## src/rtl/ysyx_23060203_lsu_pkg.sv

```systemverilog
// Shared load/store definitions: funct3 encodings, access sizes and alignment helpers.
package ysyx_23060203_lsu_pkg;

  localparam int DATA_W = 32;

  localparam logic [2:0] LD_BS = 3'b000;
  localparam logic [2:0] LD_HS = 3'b001;
  localparam logic [2:0] LD_W  = 3'b010;
  localparam logic [2:0] LD_BU = 3'b100;
  localparam logic [2:0] LD_HU = 3'b101;

  localparam logic [2:0] ST_B  = 3'b000;
  localparam logic [2:0] ST_H  = 3'b001;
  localparam logic [2:0] ST_W  = 3'b010;

  typedef enum logic [1:0] {SZ_B, SZ_H, SZ_W} size_t;

  // Unknown funct3 codes fall back to a full-word access.
  function automatic size_t lsu_size(input logic [2:0] func, input logic wen);
    size_t sz;
    sz = SZ_W;
    if (wen) begin
      case (func)
        ST_B:    sz = SZ_B;
        ST_H:    sz = SZ_H;
        default: sz = SZ_W;
      endcase
    end else begin
      case (func)
        LD_BS, LD_BU: sz = SZ_B;
        LD_HS, LD_HU: sz = SZ_H;
        default:      sz = SZ_W;
      endcase
    end
    return sz;
  endfunction

  function automatic logic misaligned(input size_t sz, input logic [1:0] alo);
    return ((sz == SZ_H) && alo[0]) || ((sz == SZ_W) && (alo != 2'b00));
  endfunction

endpackage

```

## src/rtl/ysyx_23060203_lsu_align.sv

```systemverilog
// Byte-lane steering: store strobes and data shift, load lane extract with sign/zero extension.
module ysyx_23060203_lsu_align
  import ysyx_23060203_lsu_pkg::*;
(
  input  logic [2:0]  func,
  input  logic        wen,
  input  logic [1:0]  addr_lo,
  input  logic [31:0] wdata,
  input  logic [31:0] rdata,
  output logic [3:0]  wstrb,
  output logic [31:0] wdata_sh,
  output logic [31:0] rdata_ext
);

  size_t       sz;
  logic [15:0] lane;

  always_comb begin
    sz        = lsu_size(func, wen);
    lane      = 16'(rdata >> {addr_lo, 3'b000});
    wdata_sh  = wdata << {addr_lo, 3'b000};
    wstrb     = 4'b0000;
    rdata_ext = rdata;
    if (wen) begin
      case (sz)
        SZ_B:    wstrb = 4'b0001 << addr_lo;
        SZ_H:    wstrb = 4'b0011 << addr_lo;
        default: wstrb = 4'b1111;
      endcase
    end
    // func[2] distinguishes the unsigned byte/half loads
    case (sz)
      SZ_B:    rdata_ext = func[2] ? {24'h0, lane[7:0]}  : {{24{lane[7]}}, lane[7:0]};
      SZ_H:    rdata_ext = func[2] ? {16'h0, lane[15:0]} : {{16{lane[15]}}, lane[15:0]};
      default: rdata_ext = rdata;
    endcase
  end

endmodule

```

## src/rtl/ysyx_23060203_lsu.sv

```systemverilog
// Single-outstanding load/store initiator between EXU and the data-memory slave.
module ysyx_23060203_lsu
  import ysyx_23060203_lsu_pkg::*;
#(
  parameter int TIMEOUT = 256
) (
  input  logic        clk,
  input  logic        rstn,
  input  logic        req_valid,
  output logic        req_ready,
  input  logic        req_wen,
  input  logic [2:0]  req_func,
  input  logic [31:0] req_addr,
  input  logic [31:0] req_wdata,
  output logic        resp_valid,
  input  logic        resp_ready,
  output logic [31:0] resp_rdata,
  output logic        resp_err,
  output logic        mem_valid,
  input  logic        mem_ready,
  output logic        mem_wen,
  output logic [31:0] mem_addr,
  output logic [31:0] mem_wdata,
  output logic [3:0]  mem_wstrb,
  input  logic        mem_rvalid,
  output logic        mem_rready,
  input  logic [31:0] mem_rdata,
  input  logic        mem_rerr
);

  typedef enum logic [1:0] {S_IDLE, S_REQ, S_WAIT, S_DONE} state_t;

  localparam int WD_W = (TIMEOUT > 0) ? $clog2(TIMEOUT + 1) : 1;

  state_t          st;
  logic [WD_W-1:0] wdog;
  logic [2:0]      func_q;
  logic [1:0]      alo_q;
  logic            wen_q;

  logic [2:0]      al_func;
  logic [1:0]      al_alo;
  logic            al_wen;
  logic [3:0]      al_wstrb;
  logic [31:0]     al_wdata;
  logic [31:0]     al_rdata;

  // In S_IDLE the aligner sees the incoming request; afterwards, the latched one.
  assign al_func = (st == S_IDLE) ? req_func       : func_q;
  assign al_alo  = (st == S_IDLE) ? req_addr[1:0]  : alo_q;
  assign al_wen  = (st == S_IDLE) ? req_wen        : wen_q;

  ysyx_23060203_lsu_align u_align (
    .func      (al_func),
    .wen       (al_wen),
    .addr_lo   (al_alo),
    .wdata     (req_wdata),
    .rdata     (mem_rdata),
    .wstrb     (al_wstrb),
    .wdata_sh  (al_wdata),
    .rdata_ext (al_rdata)
  );

  always_ff @(posedge clk) begin
    if (st == S_IDLE && req_valid) begin
      func_q <= req_func;
      alo_q  <= req_addr[1:0];
      wen_q  <= req_wen;
    end
  end

  always_ff @(posedge clk or negedge rstn) begin
    if (!rstn) begin
      st         <= S_IDLE;
      req_ready  <= 1'b1;
      resp_valid <= 1'b0;
      resp_err   <= 1'b0;
      resp_rdata <= '0;
      mem_valid  <= 1'b0;
      mem_wen    <= 1'b0;
      mem_addr   <= '0;
      mem_wdata  <= '0;
      mem_wstrb  <= '0;
      mem_rready <= 1'b0;
      wdog       <= '0;
    end else begin
      case (st)
        S_IDLE: begin
          if (req_valid) begin
            req_ready <= 1'b0;
            if (misaligned(lsu_size(req_func, req_wen), req_addr[1:0])) begin
              st         <= S_DONE;
              resp_valid <= 1'b1;
              resp_err   <= 1'b1;
              resp_rdata <= '0;
            end else begin
              st        <= S_REQ;
              mem_valid <= 1'b1;
              mem_wen   <= req_wen;
              mem_addr  <= {req_addr[31:2], 2'b00};
              mem_wdata <= al_wdata;
              mem_wstrb <= al_wstrb;
            end
          end
        end
        S_REQ: begin
          if (mem_ready) begin
            st         <= S_WAIT;
            mem_valid  <= 1'b0;
            mem_rready <= 1'b1;
            wdog       <= '0;
          end
        end
        S_WAIT: begin
          if (mem_rvalid) begin
            st         <= S_DONE;
            mem_rready <= 1'b0;
            resp_valid <= 1'b1;
            resp_err   <= mem_rerr;
            resp_rdata <= (mem_rerr || wen_q) ? '0 : al_rdata;
          end else if (TIMEOUT != 0 && wdog == WD_W'(TIMEOUT)) begin
            st         <= S_DONE;
            mem_rready <= 1'b0;
            resp_valid <= 1'b1;
            resp_err   <= 1'b1;
            resp_rdata <= '0;
          end else begin
            wdog <= wdog + 1'b1;
          end
        end
        S_DONE: begin
          if (resp_ready) begin
            st         <= S_IDLE;
            resp_valid <= 1'b0;
            resp_err   <= 1'b0;
            req_ready  <= 1'b1;
          end
        end
        default: st <= S_IDLE;
      endcase
    end
  end

endmodule

```

## config.mk

```make
export PLATFORM = sky130hd
export DESIGN_NAME = ysyx_23060203_lsu
export DESIGN_NICKNAME = d
export VERILOG_FILES = /design/src/rtl/ysyx_23060203_lsu_pkg.sv /design/src/rtl/ysyx_23060203_lsu_align.sv /design/src/rtl/ysyx_23060203_lsu.sv
export SDC_FILE = /design/constraint.sdc
export NUM_CORES = 1
export LEC_CHECK = 0
export ABC_AREA = 1
export CAP_MARGIN = 10
export CELL_PAD_IN_SITES_DETAIL_PLACEMENT = 0
export CELL_PAD_IN_SITES_GLOBAL_PLACEMENT = 1
export CORE_MARGIN = 2
export CORE_UTILIZATION = 34
export DETAILED_ROUTE_END_ITERATION = 7
export PLACE_DENSITY_LB_ADDON = 0.1
export SLEW_MARGIN = 20
export SYNTH_ARGS = -nofsm -noshare
export SYNTH_HDL_FRONTEND = slang
export SYNTH_HIERARCHICAL = 1
export SYNTH_SLANG_ARGS = --single-unit
```

## constraint.sdc

```tcl
create_clock -name clk -period 2.65 [get_ports clk]
set_input_delay 0.6625 -clock clk [delete_from_list [all_inputs] [get_ports clk]]
set_output_delay 0.6625 -clock clk [all_outputs]
set_load 0.02 [all_outputs]
```

==> metrics.txt, run 1 <==
drt total wl about 23 mm; status complete, no violations; root buf cell clkbuf_16; layout cells sized above 1 0.114; Slew @ Worst Pin about 550 ps; Routed WL per cell between 15 and 20 um; Inserted Clock Buffers 17; Fin. Hold Viols 0; pwr dens 1120 nW/um^2; Final nets 1298; Syn Area/Cell approximately 7.4 sq um; met2 wire length approximately 11 mm; largest net degree at the start of global routing 73; WP data arrival between 2000 and 3000 ps; CP startpoint kind register; post-detail-place hpwl roughly 16 mm; clk slew on worst S/H paths 60 ps; design area between 10000 and 15000 sq um; All-Layer GR Usage 0.212; setup slack, reg-to-reg about 230 ps; register bit count reported by yosys ~120; Via Count approximately 7000; Synth area leaders dfrtp_1 40%, nand2_1 18%, o21ai_0 7.0%, nand3_1 5.2%, inv_1 4.6%; initial antenna violation count 0; GPL Wtd Cong about 0.78; max_slew headroom 0.631; Final Non-Filler Cells ~1500; placed cell areas 9530 sq um; max-slew violation count 0; Die W approximately 150 um; Syn. warnings 6; number of I/O pins between 200 and 250; post-detailed-route count of antenna-violating nets 0; # diodes 0; Reg-to-Reg Start st[0]; Die Ht between 100 and 150 um; M1 WL 10.3 mm; highest metal layer with signal wires met4; DRT iter0 DRCs 358; Setup Crit Path Kind reg2reg; Async S/R FF share, synth 0.950; H-tree Lvls 4; row count between 50 and 60; maximum clock rate between 400 and 500 MHz; Post-Synthesis Cells between 900 and 1000; DR DRC count 0; commonest non-fill, non-tap cell in the layout nand2_1; Seq/Total Area, Yosys 0.424; Tmin final about 2400 ps; Worst IR Drop VDD ~530 uV; # hold bufs at CTS 0; EDFF count, synth 6; Req. time, crit path roughly 3000 ps; Core ar. 21000 sq um; first-pass GRT wire length 37.1 mm; CTS tree yes; max-cap violations 0; Vias/cell 4.77; IO buf count 210; TritonRoute pass-1 iters 5; maximum clock insertion buffer count 2; clock sink total 121; CP max FO 16; postcts setup bufs 0; full die area approximately 22000 sq um; clock skew around 11 ps; Critical Path End Type register; fin crit share 0.915; Yosys cell types 35; worst r2r path cells 15; P&R area growth vs syn 40.9%; Main synth FF type dfrtp_1; RSZ-0062 raised after global routing false; Clock Latency Late Sink 420 ps; min-delay worst type in2async; number of global-route vias before repair about 7000; area leader, netlist dfrtp_1; routed length on met3 approximately 1.9 mm; WHS 211 ps; most frequent cells in the layout 349 x nand2_1, 209 x clkdlybuf4s50_1, 114 x dfrtp_1; Starting Density 0.345; placed cells 1437; P_leak between 4 and 5 nW; Mapped Area 7220 sq um; endpoints failing setup 0; FF-to-FF End resp_rdata[19]; post-synth top area share 0.395; GR Overflow Total 0
[sequential cells by signal, summed over array words and instances (netlist names), 2 cells and up]
name	flops
alo_q	2
func_q	3
mem_addr	30
mem_wdata	32
mem_wstrb	4
resp_rdata	32
st	2
wdog	9
[metal layers]
layer	global-route usage	vias to the layer above
li1	-	3547
met5	0	-
met1	0.274	3243
met2	0.340	209
met3	0.0695	22
met4	0.0608	0
[stage by stage]
stage          utilization  TNS (ps)  power [mW]  worst slack [ps]
2_1_floorplan            -         0        6.75               276
5_1_grt              0.485         0        12.3              26.6
3_3_place_gp         0.455     -73.1        9.04             -24.4
6_report             0.485         0        11.4               225
4_1_cts              0.482         0        11.4               143
3_5_place_dp         0.455     -1140        9.03             -76.2
[synth_stat cells (2+ instances only)]
library cell,count
nand4_1,38
o21ai_1,4
or2_2,2
buf_6,28
nand3_1,75
dfrtp_1,114
clkbuf_1,9
buf_4,10
buf_2,16
o221ai_1,8
nor2_2,32
o21ai_0,101
nand3_4,4
inv_1,88
edfxtp_1,6
nand2_2,5
nand2_1,349
nor2_1,43
ha_1,6
a21oi_1,20
inv_2,6
[worst max-delay path by stage]
stage | depth (start not counted) | slack (ps) | startpoint | end
final | 15 | 230 | st[0] | resp_rdata[19]
after global placement | 12 | -20 | req_addr[0] | resp_rdata[15]
after global routing | 15 | 30 | st[0] | resp_rdata[19]
after floorplan | 15 | 280 | st[0] | resp_rdata[20]
after detailed placement | 12 | -80 | req_addr[0] | resp_rdata[19]
after CTS | 11 | 140 | st[0] | resp_rdata[15]
[critical path, stage by stage, from the launching register on]
cell        delay, ps
dfrtp_1           420
inv_1             110
ha_2              260
clkinvlp_4        160
nand2_1           130
o21ai_4           100
buf_4             170
nor2_8            170
nand2_1            90
nand3_2           100
nand3_4           190
nand3_1           130
inv_1              60
nor2_2             90
nand4_1           100
nand2_1            70
[layout make-up]
cell class	count	area [sq um]
Clock buffer	17	425
Clock inverter	15	149
Fill cell	2175	10800
Inverter	95	365
Multi-Input combinational cell	703	3390
Sequential cell	121	3060
Tap cell	275	344
Timing Repair Buffer	246	2430
Timing Repair inverter	1	7.51
[cells by family after synthesis]
group / Yosys count / share of synthesized area
xor gates and xnor gates: 2 / 0.00243
and+or+nand+nor: 555 / 0.343
other: 1 / 0.000519
adders and majority gates: 6 / 0.0104
DFF: 121 / 0.424
AOI/OAI and AO/OA: 135 / 0.0998
buffers and inverters: 158 / 0.120
[what timing repair did]
| item | CTS | global route |
|---|---|---|
| resized for setup | 0 | 8 |
| hold endpoints to repair | 0 | 0 |
| setup endpoints to repair | 0 | 23 |
[power by group]
| part | internal (mW) | switching (mW) | leakage [nW] | total (mW) |
|---|---|---|---|---|
| registers | 2.46 | 0.310 | 1.56 | 2.77 |
| clock network | 1.26 | 1.05 | 0.280 | 2.30 |
| logic | 2.41 | 3.94 | 3.09 | 6.35 |
No activity file was read; power rests on OpenSTA's default activity.
==> inputs of run 2 (changes only) <==
==> constraint.sdc (replaced) <==
create_clock -name clk -period 2.65 [get_ports clk]
set_input_delay 0.6625 -clock clk [delete_from_list [all_inputs] [get_ports clk]]
set_output_delay 0.6625 -clock clk [all_outputs]
set_load 0.05 [all_outputs]
==> results of run 2 <==
Same layout as run 1 (identical final DEF). Status: complete, no violations.
Among the figures that moved: total power 11.4 mW -> 12.6 mW; worst IR drop on VDD 533 uV -> 696 uV
==> inputs of run 3 (changes only) <==
- SETUP_SLACK_MARGIN: default -> 0.4
==> run 3 against run 2 <==
Die area unchanged. Utilization increased by 0.32 points. Maximum frequency increased by 7.7%. Critical path depth unchanged. First-iteration DRC count decreased by 15%. Largest power group unchanged.
==> metrics.txt, run 3 (synthesized netlist as in run 1, its figures left out) <==
met2 wire length 10.6 mm (-2.9%); CP max FO 8 (-8); DR DRC count 0 (unchanged); Net Switching between 6 and 7 mW; Die W 150 um (unchanged); initial antenna violation count 0 (unchanged); RSZ-0062 raised after global routing true; P_leak 5.46 nW (+11%); Req. time, crit path 3010 ps (about the same); max-cap violations 0 (unchanged); commonest non-fill, non-tap cell in the layout nand2_1; # diodes 0 (unchanged); full die area 22400 sq um (unchanged); Starting Density 0.345 (unchanged); GR Overflow Total 0 (unchanged); Die Ht 150 um (unchanged); min-delay worst type in2async; fin crit share 0.849 (-0.0656); endpoints failing setup 0 (unchanged); DRT iter0 DRCs 305 (-15%); clock skew 11.1 ps (+0.473 ps); max-slew violation count 0 (unchanged); Vias/cell 4.73 (-0.74%); Setup Crit Path Kind reg2reg; layout cells sized above 1 0.123 (+0.00877); GPL Wtd Cong 0.799 (+2.4%); Fin. Hold Viols 0 (unchanged); Routed WL per cell 15.6 um (-2.0%); Largest regs mem_wdata (32), resp_rdata (32), mem_addr (30); root buf cell clkbuf_16; TNS Setup 0 ps (unchanged); WP data arrival 2610 ps (-170 ps); Sw Share 0.516; Slew @ Worst Pin ~570 ps; total power ~13 mW; Core ar. 21000 sq um (unchanged); post-detailed-route count of antenna-violating nets 0 (unchanged); number of I/O pins 213 (unchanged); sequential share of power 0.218; Pint 6.08 mW; Clock Latency Late Sink 430 ps (about the same); routed length on met3 1.80 mm (-3.4%); setup slack, reg-to-reg 400 ps (+170 ps); Via Count 6988 (-0.47%); largest net degree at the start of global routing 68 (-6.8%); status complete, no violations; CP startpoint kind register; max_slew headroom 0.622; maximum clock insertion buffer count 2 (unchanged); maximum clock rate 444 MHz (+7.7%); clock sink total 121 (unchanged); Gate power share 0.594; H-tree Lvls 4 (unchanged); row count 53 (unchanged); All-Layer GR Usage 0.212 (about the same); M1 WL 10.2 mm (-1.2%); IO buf count 210 (unchanged); TritonRoute pass-1 iters 4 (-1); Critical Path End Type register; pwr dens approximately 1200 nW/um^2; CTS tree yes; clk slew on worst S/H paths 60 ps (about the same); Inserted Clock Buffers 17 (unchanged); number of global-route vias before repair 6911 (-1.1%); highest metal layer with signal wires met4; most frequent cells in the layout 348 x nand2_1, 114 x dfrtp_1, 105 x clkdlybuf4s50_1; first-pass GRT wire length 37.1 mm (-0.24%); Final nets 1302 (+0.31%); Tmin final 2250 ps (-174 ps); post-detail-place hpwl 15.9 mm (+1.3%); P&R area growth vs syn 41.8%; drt total wl 23.0 mm (-1.8%); clock network power share 0.188; Worst IR Drop VDD roughly 500 uV
run 3: cell type report:
cell class / count / area [sq um]
fill: 2221 / 10700
multi-input combinational: 702 / 3400
clock buffer: 18 / 439
sequential: 121 / 3060
clock inverter: 14 / 151
tap: 275 / 344
inverter: 95 / 372
timing repair buffer: 252 / 2470
run 3: per-layer routing:
| layer | track usage | vias up |
|---|---|---|
| met5 | 0 | - |
| met4 | 0.0675 | 0 |
| met3 | 0.0674 | 33 |
| met2 | 0.337 | 189 |
| met1 | 0.274 | 3202 |
| li1 | - | 3564 |
run 3: worst paths after layout:
path / start / to / depth (start not counted)
max: st[1] / resp_rdata[0] / 15
min: rstn / resp_rdata[24] / 1
max reg2reg: st[1] / resp_rdata[0] / 15
min reg2reg: resp_rdata[12] / resp_rdata[12] / 2
max in group asynchronous: rstn / req_ready / 2
min in group clk: resp_rdata[12] / resp_rdata[12] / 2
run 3: power by group through the flow:
stage / Sequential [mW] / Combinational (mW) / Clock [mW]
after floorplan: 4.64 / 3.35 / 0
after global placement: 2.78 / 7.43 / 0
after detailed placement: 2.79 / 7.44 / 0
after CTS: 2.75 / 7.36 / 2.42
after global routing: 2.83 / 8.16 / 2.48
final: 2.74 / 7.45 / 2.35
run 3: worst max-delay path, cell delays in order (launching register included):
cell and delay (ps):
dfrtp_1 410, inv_2 90, ha_4 150, clkinvlp_4 120, buf_6 150, o21ai_4 250
buf_6 180, nor2_8 50, nor2_4 100, buf_6 130, nor2_1 50, a21oi_1 150
inv_1 70, nor2_2 100, nand4_1 100, nand2_1 80
run 3: metrics by stage:
step	utilization	hold slack (ps)	instances	setup WS (ps)	instance area (sq um)
final	0.489	171	1477	399	10200
after global routing	0.489	187	1477	262	10200
after global placement	0.455	465	1431	31.4	9530
after CTS	0.483	175	1472	400	10100
after detailed placement	0.455	465	1431	10.3	9530
after floorplan	-	367	979	402	7230
run 3: what timing repair did:
item | CTS | global route
pin swaps | 5 | 6
endpoints found under the setup margin | 144 | 63
resized for setup | 109 | 24
gates cloned | 1 | 1
hold buffers | 0 | 0
setup buffers | 8 | 4
==> RTL edit: new RTL, flow settings as in run 3 <==
Make the reset (`rstn`) synchronous in one clocked block.
--- a/src/rtl/ysyx_23060203_lsu.sv
+++ b/src/rtl/ysyx_23060203_lsu.sv
@@ -69,7 +69,7 @@
     end
   end
 
-  always_ff @(posedge clk or negedge rstn) begin
+  always_ff @(posedge clk) begin
     if (!rstn) begin
       st         <= S_IDLE;
       req_ready  <= 1'b1;
Behaviour: differs if rstn is asserted again (counterexample within 4 cycles, from zero or initial values and one cycle with rstn low); with rstn held inactive, the same outputs for 4 cycles.
==> RTL edit against run 3 <==
Count of clock-buffer cells in the layout fell by 1; clock skew fell by 0.0025 ns; total power shrank 0.35%; sequential cell count unchanged; routed wire length down 1.7%; worst setup slack improved by 0.037 ns; synthesized area shrank 8.5%; sequential share of layout area is 4.9 points lower; design area down 2.9%; critical path type is now reg2out.
==> RTL edit: results (changes against run 3) <==
drt:
  wl_um: 22600  # was 23,000 um
  drt_iter0_markers: 424  # was 305
  routed_via_density: 4.77  # was 4.73
worst_setup_path:
  worstRegToRegCells: 14  # was 15
  critPathArrivalTime_ns: 1.55  # was 2.61 ns
  cpPeakStageDelay_ns: 0.80  # was 0.41 ns
logic_synthesis:
  syn_inst: 992  # was 978
  synth_xor_area_share_pct: 0.265  # was 0.243%
  synth-adder-area-share_pct: 1.14  # was 1.04%
  seq_area_frac_synth_pct: 37.6  # was 42.4%
  yosysMostFrequentCell: "nor2_1"  # was nand2_1
  synthArstFlopShare_pct: 0  # was 95.0%
  yosys.area.top_type: "dfxtp_1"  # was dfrtp_1
finish:
  nClkBuffers: 17  # was 18
  multi_input_area_um2: 3600  # was 3400 um^2
  design.seq.count: 121  # unchanged
  n_all_buffers: 256  # was 252
  antenna_cells: 1  # was 0
  nonClkBufAreaFrac_pct: 26.8  # was 24.1%
  inverters: 65  # was 95
  layout.nets: 1318  # was 1,302
  seq_share_pct: 25.0  # was 29.9%
power:
  p_leak_nw: 5.26  # was 5.46 nW
  ir_drop_v: 0.000614  # was 0.000507 V
global_routing:
  grt_util_met3_pct: 8.53  # was 6.74%
  grtUsageMet2_pct: 34.3  # was 33.7%
  grt_use_total_pct: 21.8  # was 21.2%
  antenna_found_initial: 1  # was 0
  grt_max_degree: 65  # was 68
placement:
  pre_cts_ws_ns: -0.000291  # was 0.0103 ns
  place_area_um2: 8990  # was 9530 um^2
status:
  status: "finished, final reports clean"  # unchanged
floorplan:
  rows: 50  # was 53
min_path:
  hold_class: "reg2reg"  # was in2async
==> RTL edit: changes by cell type in the layout (fill, tap and decap cells not counted), moves of 40 or more <==
| cell | delta |
|---|---|
| dfrtp_1 | -114 |
| nor2_1 | +183 |
| dlymetal6s2s_1 | +43 |
| a21oi_1 | +40 |
| dfxtp_1 | +113 |
| dlygate4sd2_1 | -56 |
| nand2_1 | -150 |
==> RTL edit: cell families after synthesis <==
logic type	count (synthesis)
and+or+nand+nor	560
AOI/OAI and AO/OA	170
buffers and inverters	132
DFF	121
adders and majority gates	6
xor gates and xnor gates	2
other	1
==> RTL edit: where the power goes <==
group,leakage (nW),internal (mW),switching [mW]
logic,3.98,2.55,4.94
registers,1.00,2.34,0.255
clock network,0.289,1.43,0.993
total,5.26,6.31,6.19
==> RTL edit: timing repair <==
action | in CTS | in global routing
resized for setup | 47 | 87
gates cloned | 3 | 1
setup buffers | 1 | 6
setup endpoints to repair | 75 | 94
pin swaps | 3 | 9
==> RTL edit: worst max-delay path by stage <==
stage,depth (start not counted),from,slack (ns),to
6_report,1,mem_wdata[20]$_SDFFE_PN0P_,0.44,mem_wdata[20]
5_1_grt,14,req_addr[0],0.36,resp_rdata[7]$_SDFFE_PN0P_
4_1_cts,1,mem_valid$_SDFFE_PN0P_,0.40,mem_valid
3_5_place_dp,13,req_addr[0],-0.0003,resp_rdata[14]$_SDFFE_PN0P_
3_3_place_gp,11,req_addr[0],-0.0003,resp_rdata[2]$_SDFFE_PN0P_
2_1_floorplan,14,st[0]$_SDFFE_PN0P_,0.48,resp_rdata[5]$_SDFFE_PN0P_
